**src/rtl/mdio_phy_slave.sv**
```systemverilog
// Clause-22 MDIO responder emulating a PHY register set (control, status,
// PHY-specific status). MDC/MDIO are oversampled on clk; bits are sampled on
// detected MDC rising edges and the pad is driven on detected falling edges.
module mdio_phy_slave #(
  parameter logic [4:0]  PHY_ADDR = 5'h01,
  parameter int          PRE_LEN  = 32,
  parameter logic [23:0] TIMEOUT  = 24'd100_000,
  parameter logic [15:0] CTRL_RST = 16'h1140
) (
  input  logic        clk,
  input  logic        rst,
  input  logic        mdc,
  input  logic        mdio_i,
  output logic        mdio_o,
  output logic        mdio_oe,
  input  logic        link_up,
  input  logic        an_done,
  input  logic [1:0]  speed_code,
  input  logic        full_duplex,
  output logic [15:0] ctrl_reg,
  output logic        soft_rst_pulse,
  output logic        frame_err
);

  localparam logic [5:0] PRE_LEN_C = 6'(PRE_LEN);

  typedef enum logic [2:0] {S_IDLE, S_ST2, S_OP, S_ADDR, S_TA, S_DATA} state_t;

  state_t      state, state_nxt;
  logic        mdc_s1, mdc_s2, mdc_d, mdio_s1, mdio_s2;
  logic        rise, fall;
  logic [5:0]  pre_cnt, pre_nxt;
  logic [4:0]  bit_cnt, bit_nxt;
  logic        is_read, rd_nxt;
  logic        op_first, opb_nxt;
  logic [9:0]  addr_sr, addr_nxt;
  logic [4:0]  reg_addr, reg_nxt;
  logic [15:0] shreg, sr_nxt;
  logic [23:0] to_cnt, to_nxt;
  logic        o_nxt, oe_nxt, soft_nxt, ferr_nxt, latch_nxt;
  logic [15:0] ctrl_nxt;
  logic        link_latch;
  logic [9:0]  addr_full;
  logic [15:0] wdata, rd_val;
  logic        latch_load, abort;

  assign rise = mdc_s2 & ~mdc_d;
  assign fall = ~mdc_s2 & mdc_d;

  // Two-flop synchronisers for MDC and MDIO, plus an MDC delay flop for edge detection
  always_ff @(posedge clk or posedge rst) begin
    if (rst) begin
      mdc_s1  <= 1'b0;
      mdc_s2  <= 1'b0;
      mdc_d   <= 1'b0;
      mdio_s1 <= 1'b0;
      mdio_s2 <= 1'b0;
    end else begin
      mdc_s1  <= mdc;
      mdc_s2  <= mdc_s1;
      mdc_d   <= mdc_s2;
      mdio_s1 <= mdio_i;
      mdio_s2 <= mdio_s1;
    end
  end

  // Frame decoder: next-state, datapath and output computation
  always_comb begin
    state_nxt  = state;
    pre_nxt    = pre_cnt;
    bit_nxt    = bit_cnt;
    rd_nxt     = is_read;
    opb_nxt    = op_first;
    addr_nxt   = addr_sr;
    reg_nxt    = reg_addr;
    sr_nxt     = shreg;
    o_nxt      = mdio_o;
    oe_nxt     = mdio_oe;
    ctrl_nxt   = ctrl_reg;
    soft_nxt   = 1'b0;
    ferr_nxt   = 1'b0;
    latch_load = 1'b0;
    addr_full  = {addr_sr[8:0], mdio_s2};
    wdata      = {shreg[14:0], mdio_s2};
    rd_val     = 16'h0000;

    case (addr_full[4:0])
      5'h00:   rd_val = ctrl_reg;
      5'h01: begin
        rd_val    = 16'h7949;
        rd_val[5] = an_done;
        rd_val[2] = link_latch;
      end
      5'h11:   rd_val = {speed_code, full_duplex, 1'b0, an_done, link_up, 10'b0};
      default: rd_val = 16'h0000;
    endcase

    if (state == S_IDLE) to_nxt = 24'd0;
    else if (rise)       to_nxt = 24'd0;
    else                 to_nxt = to_cnt + 24'd1;
    abort = (state != S_IDLE) && !rise && (to_cnt == TIMEOUT - 24'd1);

    if (abort) begin
      state_nxt = S_IDLE;
      pre_nxt   = 6'd0;
      oe_nxt    = 1'b0;
      o_nxt     = 1'b0;
      ferr_nxt  = 1'b1;
    end else begin
      case (state)
        S_IDLE: if (rise) begin
          if (mdio_s2) begin
            if (pre_cnt != 6'h3F) pre_nxt = pre_cnt + 6'd1;
          end else if (pre_cnt < PRE_LEN_C) begin
            pre_nxt = 6'd0;
          end else begin
            pre_nxt   = 6'd0;
            state_nxt = S_ST2;
          end
        end
        S_ST2: if (rise) begin
          bit_nxt = 5'd0;
          if (mdio_s2) state_nxt = S_OP;
          else begin
            ferr_nxt  = 1'b1;
            state_nxt = S_IDLE;
          end
        end
        S_OP: if (rise) begin
          if (bit_cnt == 5'd0) begin
            opb_nxt = mdio_s2;
            bit_nxt = 5'd1;
          end else begin
            bit_nxt = 5'd0;
            if ({op_first, mdio_s2} == 2'b10) begin
              rd_nxt    = 1'b1;
              state_nxt = S_ADDR;
            end else if ({op_first, mdio_s2} == 2'b01) begin
              rd_nxt    = 1'b0;
              state_nxt = S_ADDR;
            end else begin
              ferr_nxt  = 1'b1;
              state_nxt = S_IDLE;
            end
          end
        end
        S_ADDR: if (rise) begin
          addr_nxt = addr_full;
          if (bit_cnt == 5'd9) begin
            bit_nxt = 5'd0;
            if (addr_full[9:5] != PHY_ADDR) state_nxt = S_IDLE;
            else begin
              reg_nxt   = addr_full[4:0];
              state_nxt = S_TA;
              if (is_read) sr_nxt = rd_val;
            end
          end else begin
            bit_nxt = bit_cnt + 5'd1;
          end
        end
        S_TA: begin
          if (is_read) begin
            if (rise) begin
              if (bit_cnt == 5'd0) bit_nxt = 5'd1;
              else begin
                bit_nxt   = 5'd0;
                state_nxt = S_DATA;
              end
            end else if (fall && bit_cnt == 5'd1) begin
              oe_nxt = 1'b1;
              o_nxt  = 1'b0;
            end
          end else if (rise) begin
            if (mdio_s2 == (bit_cnt == 5'd0)) begin
              if (bit_cnt == 5'd0) bit_nxt = 5'd1;
              else begin
                bit_nxt   = 5'd0;
                state_nxt = S_DATA;
              end
            end else begin
              ferr_nxt  = 1'b1;
              state_nxt = S_IDLE;
            end
          end
        end
        S_DATA: begin
          if (is_read) begin
            if (fall) begin
              if (bit_cnt == 5'd16) begin
                oe_nxt    = 1'b0;
                o_nxt     = 1'b0;
                state_nxt = S_IDLE;
              end else begin
                o_nxt  = shreg[15];
                sr_nxt = {shreg[14:0], 1'b0};
              end
            end else if (rise && bit_cnt != 5'd16) begin
              bit_nxt = bit_cnt + 5'd1;
              if (bit_cnt == 5'd15 && reg_addr == 5'h01) latch_load = 1'b1;
            end
          end else if (rise) begin
            sr_nxt = wdata;
            if (bit_cnt == 5'd15) begin
              state_nxt = S_IDLE;
              if (reg_addr == 5'h00) begin
                if (wdata[15]) begin
                  ctrl_nxt = CTRL_RST;
                  soft_nxt = 1'b1;
                end else begin
                  ctrl_nxt = wdata;
                end
              end
            end else begin
              bit_nxt = bit_cnt + 5'd1;
            end
          end
        end
        default: state_nxt = S_IDLE;
      endcase
    end

    if (!link_up)        latch_nxt = 1'b0;
    else if (latch_load) latch_nxt = 1'b1;
    else                 latch_nxt = link_latch;
  end

  // State and datapath registers; reset releases the pad immediately
  always_ff @(posedge clk or posedge rst) begin
    if (rst) begin
      state          <= S_IDLE;
      pre_cnt        <= 6'd0;
      bit_cnt        <= 5'd0;
      is_read        <= 1'b0;
      op_first       <= 1'b0;
      addr_sr        <= 10'd0;
      reg_addr       <= 5'd0;
      shreg          <= 16'd0;
      to_cnt         <= 24'd0;
      mdio_o         <= 1'b0;
      mdio_oe        <= 1'b0;
      ctrl_reg       <= CTRL_RST;
      soft_rst_pulse <= 1'b0;
      frame_err      <= 1'b0;
      link_latch     <= 1'b0;
    end else begin
      state          <= state_nxt;
      pre_cnt        <= pre_nxt;
      bit_cnt        <= bit_nxt;
      is_read        <= rd_nxt;
      op_first       <= opb_nxt;
      addr_sr        <= addr_nxt;
      reg_addr       <= reg_nxt;
      shreg          <= sr_nxt;
      to_cnt         <= to_nxt;
      mdio_o         <= o_nxt;
      mdio_oe        <= oe_nxt;
      ctrl_reg       <= ctrl_nxt;
      soft_rst_pulse <= soft_nxt;
      frame_err      <= ferr_nxt;
      link_latch     <= latch_nxt;
    end
  end

endmodule
```
**config.mk**
```make
export PLATFORM = sky130hd
export DESIGN_NAME = mdio_phy_slave
export DESIGN_NICKNAME = d
export VERILOG_FILES = /design/src/rtl/mdio_phy_slave.sv
export SDC_FILE = /design/constraint.sdc
export NUM_CORES = 1
export LEC_CHECK = 0
export CORE_MARGIN = 3
export CORE_UTILIZATION = 52
export CTS_BUF_LIST = sky130_fd_sc_hd__clkbuf_4
export CTS_CLUSTER_SIZE = 14
export DETAILED_ROUTE_END_ITERATION = 16
export PLACE_DENSITY = 0.69
export SETUP_SLACK_MARGIN = 0.3
export SKIP_CTS_REPAIR_TIMING = 1
export SYNTH_ARGS = -nofsm -noshare
export SYNTH_HDL_FRONTEND = slang
export SYNTH_SLANG_ARGS = --single-unit
```
**constraint.sdc**
```tcl
create_clock -name clk -period 3.77 [get_ports clk]
set_clock_uncertainty 0.1 [all_clocks]
set_input_delay 0.5655 -clock clk [delete_from_list [all_inputs] [get_ports clk]]
set_output_delay 0.5655 -clock clk [all_outputs]
set_load 0.005 [all_outputs]
```
==> metrics.txt, run 1 <==
Achievable Freq between 300 and 400 MHz; area post-placement 0.00513 sq mm; CP max-delay cell or4_1; worst path bufs/invs 1; critical path, cell by cell inv_1, ha_1, nor4b_2, xnor2_1, nor4_1, or4_1, or2_4, a211o_1; PortBufs 27; Met1 Routed Length between 4 and 5 mm; max FFs per register 24; Clock Tree Buf Depth 2; Slew Limit Fails 0; Yosys reg bits 95; Total Neg Setup Slack 0 ns; Post-route DRC 0; utilization after layout 59.3%; Num CTS Buffers 9; I/O pins 29; Routed met2 length around 4.7 mm; Clock power frac a little under a third; Routed Antenna Nets 0; per-cell routed wire length ~16 microns; worst hold path type reg -> reg; gp weighted congestion approximately 0.85; Comb pwr share slightly below 6%; Yosys top cell area share 48.0%; gr usage total around a fifth; post-synth cell types 60; final setup slack of the worst path 0.771 ns; Area contributors post-synth dfrtp_1, nand2_1, nor2_1; final instance area 0.00525 sq mm; DR vias/cell approximately 5.8; sw frac 26.6%; Slew @ Worst Pin between 0.9 and 1 ns; Crit. Startpoint bit_cnt[0]$_DFFE_PP0P_; Clock transition at path regs 0.15 ns; Tcrit/Tclk final 79.6%; max layer used met4; Hold Crit Depth 0; VDD IR-drop max 0.000192 V; max incr delay on CP 0.64 ns; syn nets between 500 and 600; Initial Util a little over half; final setup vio count 0; Post-synth top flop dfrtp_1; register area share after synthesis roughly 50%; reg2reg path depth 8; TritonCTS clock tree yes; Syn Area/Cell slightly above 9 sq um; grt ovf 0; Layout area overhead 9.41%; crit-path max FO 6; NumNets Final 546; WL final around 10 mm; Post-Syn Area roughly 0.0048 sq mm; Pwr Density 317 mW/mm^2; EDFF count, synth 0; die area 0.0104 sq mm; worst skew pair latency about 0.44 ns; initial antenna violation count 0; vias in the first global route 3623; status finished clean; FF-to-FF End bit_cnt[3]$_DFFE_PP0P_; pre-CTS setup slack between 0.8 and 0.9 ns; 1st-iter DRT viols 271; ratio of cells with drive above 1 in the final layout under 10%; first-pass GRT wire length 17.6 mm; synth warn 0; Pleak between 2 and 2.5 nW; core area around 0.0088 sq mm; H-tree depth 3; post-layout minimum cycle time ~3.0 ns; RSZ-0062 raised after global routing no; Clock Tree Root clkbuf_4; CTS sink cnt between 90 and 100; Post-Synthesis Cells 516; Worst Setup Start Kind flop; Internal about 0.0012 W; worst hold start mdio_s1$_DFF_PP0_; Worst path depth 8; Die H just over 100 microns; Rows 34; Final Hold Viols 0; Required @ worst endpoint 4.01 ns; DR pass1 iterations 4; Post-DP HPWL 7.02 mm; crit path DAT roughly 3.2 ns; max cap viols 0; chip width slightly above 100 microns; # diodes 0; family with the most delay on the worst path simple AND/OR/NAND/NOR gates; Synth area leader dfrtp_1; R2R setup slack approximately 0.77 ns; kind of end point of the critical path flop; Flop pwr share between 60% and 70%; via count about 3700; max_slew headroom 39.8%; pin count of the biggest net entering global routing 55; WL met3 approximately 430 microns; WHS Endpoint mdio_s2$_DFF_PP0_; Post-synth ARST share 100%; RR Startpoint bit_cnt[0]$_DFFE_PP0P_; P_sw approximately 0.00044 W; Setup Crit Path Kind reg -> reg
-- area by class of cell --
type                       count  area, sq um
clock inverter                 7         52.6
clock buffer                   9         67.6
multi-input combinational    373         2210
fill                         800         3600
timing repair buffer          35          343
sequential                    95         2380
inverter                      16         61.3
tap                          108          135
-- worst max-delay path by stage --
stage	end	slack (ns)
CTS	bit_cnt[3]$_DFFE_PP0P_	0.80
detailed placement	bit_cnt[3]$_DFFE_PP0P_	0.83
finish	bit_cnt[3]$_DFFE_PP0P_	0.77
floorplan	addr_sr[0]$_DFFE_PP0P_	0.63
global route	bit_cnt[3]$_DFFE_PP0P_	0.59
global placement	bit_cnt[2]$_DFFE_PP0P_	0.89
-- cell usage in the layout (no fill, tap or decap), types with 3 or more instances in the layout --
| cell type | instances |
|---|---|
| nor3_1 | 12 |
| a21o_1 | 4 |
| clkdlybuf4s50_1 | 27 |
| or2_2 | 3 |
| o211ai_1 | 6 |
| a31oi_1 | 7 |
| mux2_2 | 14 |
| clkbuf_4 | 9 |
| dfstp_2 | 3 |
| a221o_1 | 5 |
| nand3_1 | 15 |
| ha_1 | 7 |
| inv_6 | 4 |
| or3_1 | 9 |
| a211o_1 | 4 |
| nand2b_1 | 11 |
| o21ai_0 | 39 |
| nor2b_1 | 5 |
| xnor2_1 | 6 |
| nor2_1 | 59 |
| nand2_1 | 61 |
| buf_4 | 7 |
| dfrtp_1 | 92 |
| a22oi_1 | 4 |
| inv_1 | 14 |
| a21oi_1 | 31 |
| nand4_1 | 12 |
| nor4b_1 | 5 |
| nor4_1 | 7 |
| xor2_1 | 10 |
| nand3b_1 | 3 |
-- kinds of logic (layout without fill, tap and decap cells) --
logic type	Yosys count	count (layout)	synth area share, %
and+or+nand+nor	221	221	23.2
AOI/OAI and AO/OA	113	113	14.5
DFF	95	95	49.6
buffers and inverters	48	67	4.33
xor gates and xnor gates	16	16	2.92
muxes	15	15	3.49
adders and majority gates	7	7	1.83
other	1	1	0.0782
-- Yosys cell counts (all sizes together), types with 9 or more instances --
library cell,instances
xor2,10
o21ai,39
mux2,14
nand3,15
clkbuf,21
nor2,59
inv,15
dfrtp,92
buf,11
or3,9
a21oi,31
nand2b,11
nand2,61
nand4,12
nor3,12
-- per-layer routing --
layer | vias up | track usage (%)
met2 | 90 | 32.1
met4 | 0 | 5.85
met3 | 14 | 3.41
li1 | 1838 | -
met5 | - | 0
met1 | 1792 | 30.9
-- metrics by stage --
step | power (W) | std cells | hold WS, ns
2_1_floorplan | 0.00114 | 516 | 0.231
3_3_place_gp | 0.00117 | 627 | 0.235
3_5_place_dp | 0.00118 | 627 | 0.238
4_1_cts | 0.00168 | 643 | 0.273
5_1_grt | 0.00173 | 643 | 0.278
6_report | 0.00166 | 643 | 0.272
-- power by group through the flow --
stage               sequential (W)  clock, W  combinational (W)
floorplan                  0.00107         0          0.0000723
global placement           0.00107         0          0.0000966
detailed placement         0.00108         0          0.0000997
CTS                        0.00106  0.000521           0.000100
global route               0.00106  0.000557           0.000112
finish                     0.00106  0.000509          0.0000978
Power figures use the tool's default switching activity.
==> inputs of run 2 (changes only) <==
PLACE_DENSITY = 0.72   (was 0.69)
clock period = 2.6 ns   (was 3.77 ns; I/O delays follow)
==> run 2 against run 1 <==
  * First-iteration DRC count rose by 13%
  * Critical path type unchanged
  * Cell area rose by 9.8%
  * Flip-flop and latch count did not move
  * Clock power rose by 66%
==> metrics.txt, run 2 (synthesis gave the netlist of run 1 again) <==
Initial Util 54.2% (unchanged); max incr delay on CP 0.46 ns (-0.18 ns); RSZ-0062 raised after global routing yes; most common cell after layout, fill and taps aside dfrtp_1; # diodes 0 (unchanged); Required @ worst endpoint 2.86 ns (-1.15 ns); Slew @ Worst Pin 0.590 ns (-0.313 ns); Total Neg Setup Slack 0 ns (unchanged); gp weighted congestion 0.907 (+6.6%); ratio of cells with drive above 1 in the final layout 19.6% (+10 points); final setup vio count 0 (unchanged); pin count of the biggest net entering global routing 40 (-27%); Achievable Freq 393 MHz (+18%); Clock Tree Buf Depth 2 (unchanged); VDD IR-drop max 0.000340 V (+77%); initial antenna violation count 0 (unchanged); max layer used met4; Final Hold Viols 0 (unchanged); PortBufs 27 (unchanged); Die H 102 microns (unchanged); 1st-iter DRT viols 307 (+13%); NumNets Final 581 (+6.4%); power consumption 0.00253 W (+52%); Clock Tree Root clkbuf_4; Worst Setup Start Kind flop; Layout area overhead 20.2%; WL final 11.2 mm (+11%); Tcrit/Tclk final 97.8% (+18 points); max_slew headroom 60.6% (+21 points); grt ovf 0 (unchanged); CP max-delay cell dfrtp_1; Rows 34 (unchanged); per-cell routed wire length 16.6 microns (+5.3%); first-pass GRT wire length 18.3 mm (+4.0%); most frequent cells in the layout dfrtp_1, nand2_1, nor2_1; worst skew pair latency 0.46 ns (+0.02 ns); die area 0.0104 sq mm (unchanged); DR vias/cell 5.92 (+1.9%); Setup Crit Path Kind reg -> reg; Clock transition at path regs 0.17 ns (+0.02 ns); worst path bufs/invs 0 (-1); DR pass1 iterations 6 (+2); Routed Antenna Nets 0 (unchanged); family with the most delay on the worst path simple AND/OR/NAND/NOR gates; H-tree depth 3 (unchanged); critical path, cell by cell ha_2, and3_4, ha_4, nand2b_4, a21oi_2, a41o_1, or4_4, or2_4, a211o_1; Post-route DRC 0 (unchanged); kind of end point of the critical path flop; crit path DAT 2.80 ns (-0.44 ns); CTS sink cnt 95 (unchanged); crit-path max FO 5 (-1); gr usage total 22.2% (+1.3 points); vias in the first global route 3784 (+4.4%); Pleak 2.43 nW (+11%); Num CTS Buffers 9 (unchanged); Post-DP HPWL 7.40 mm (+5.3%); Met1 Routed Length 5.14 mm (+5.8%); chip width 102 microns (unchanged); max FFs per register 24 (unchanged); max cap viols 0 (unchanged); Routed met2 length 5.24 mm (+12%); post-layout minimum cycle time 2.54 ns (-0.457 ns); I/O pins 29 (unchanged); WL met3 615 microns (+44%); TritonCTS clock tree yes; status finished clean; Slew Limit Fails 0 (unchanged); core area 0.00885 sq mm (unchanged); Placed Cells 651 (+3.8%); Pwr Density 439 mW/mm^2 (+39%); worst hold path type in -> async; via count 4011 (+7.4%); Post-Layout Cell Count 678 (+5.4%)
run 2: changes by cell type in the layout (fill, tap and decap cells not counted), moves of 4 or more:
cell,previous run,this run
buf_4,7,36
dfrtp_1,92,88
dfrtp_2,0,4
inv_6,4,0
run 2: path summary, 6_finish.rpt:
check	startpoint	to	slack, ns	cells after the start
setup / recovery	bit_cnt[1]$_DFFE_PP0P_	bit_cnt[3]$_DFFE_PP0P_	0.06	9
hold / removal	rst	to_cnt[19]$_DFF_PP0_	0.22	2
setup reg to reg	bit_cnt[1]$_DFFE_PP0P_	bit_cnt[3]$_DFFE_PP0P_	0.06	9
hold reg to reg	mdc_s1$_DFF_PP0_	mdc_s2$_DFF_PP0_	0.27	0
max in group asynchronous	rst	ctrl_reg[8]$_DFFE_PP1P_	1.51	3
min in group clk	mdc	mdc_s1$_DFF_PP0_	0.26	1
run 2: cell type report:
cell class                 instances  area (sq um)
fill                             712          3080
sequential                        95          2390
multi-input combinational        373          2370
timing repair buffer              70           664
tap                              108           135
clock inverter                     7          81.3
clock buffer                       9          67.6
inverter                          16          63.8
run 2: per-stage QoR:
stage / setup WS, ns / hold slack (ns) / cell area [sq um] / util, %
2_1_floorplan: 0.0320 / 0.231 / 4820 / -
3_3_place_gp: 0.0954 / 0.234 / 5340 / 60.4
3_5_place_dp: 0.0455 / 0.237 / 5340 / 60.4
4_1_cts: 0.0203 / 0.211 / 5490 / 62.0
5_1_grt: -0.0122 / 0.233 / 5770 / 65.2
6_report: 0.0575 / 0.220 / 5770 / 65.2
run 2: where the power goes:
group	switching, W	total, W	leakage, nW	internal [W]
clock	0.000536	0.000843	0.0776	0.000307
combinational	0.0000869	0.000157	1.09	0.0000702
sequential	0.0000300	0.00153	1.26	0.00150
total	0.000653	0.00253	2.43	0.00188
run 2: layer usage:
metal  vias to the layer above  global-route usage [%]
met2                       148                    33.6
met1                      1923                    31.8
met3                        25                    3.41
met5                         -                       0
met4                         0                    9.69
li1                       1915                       -
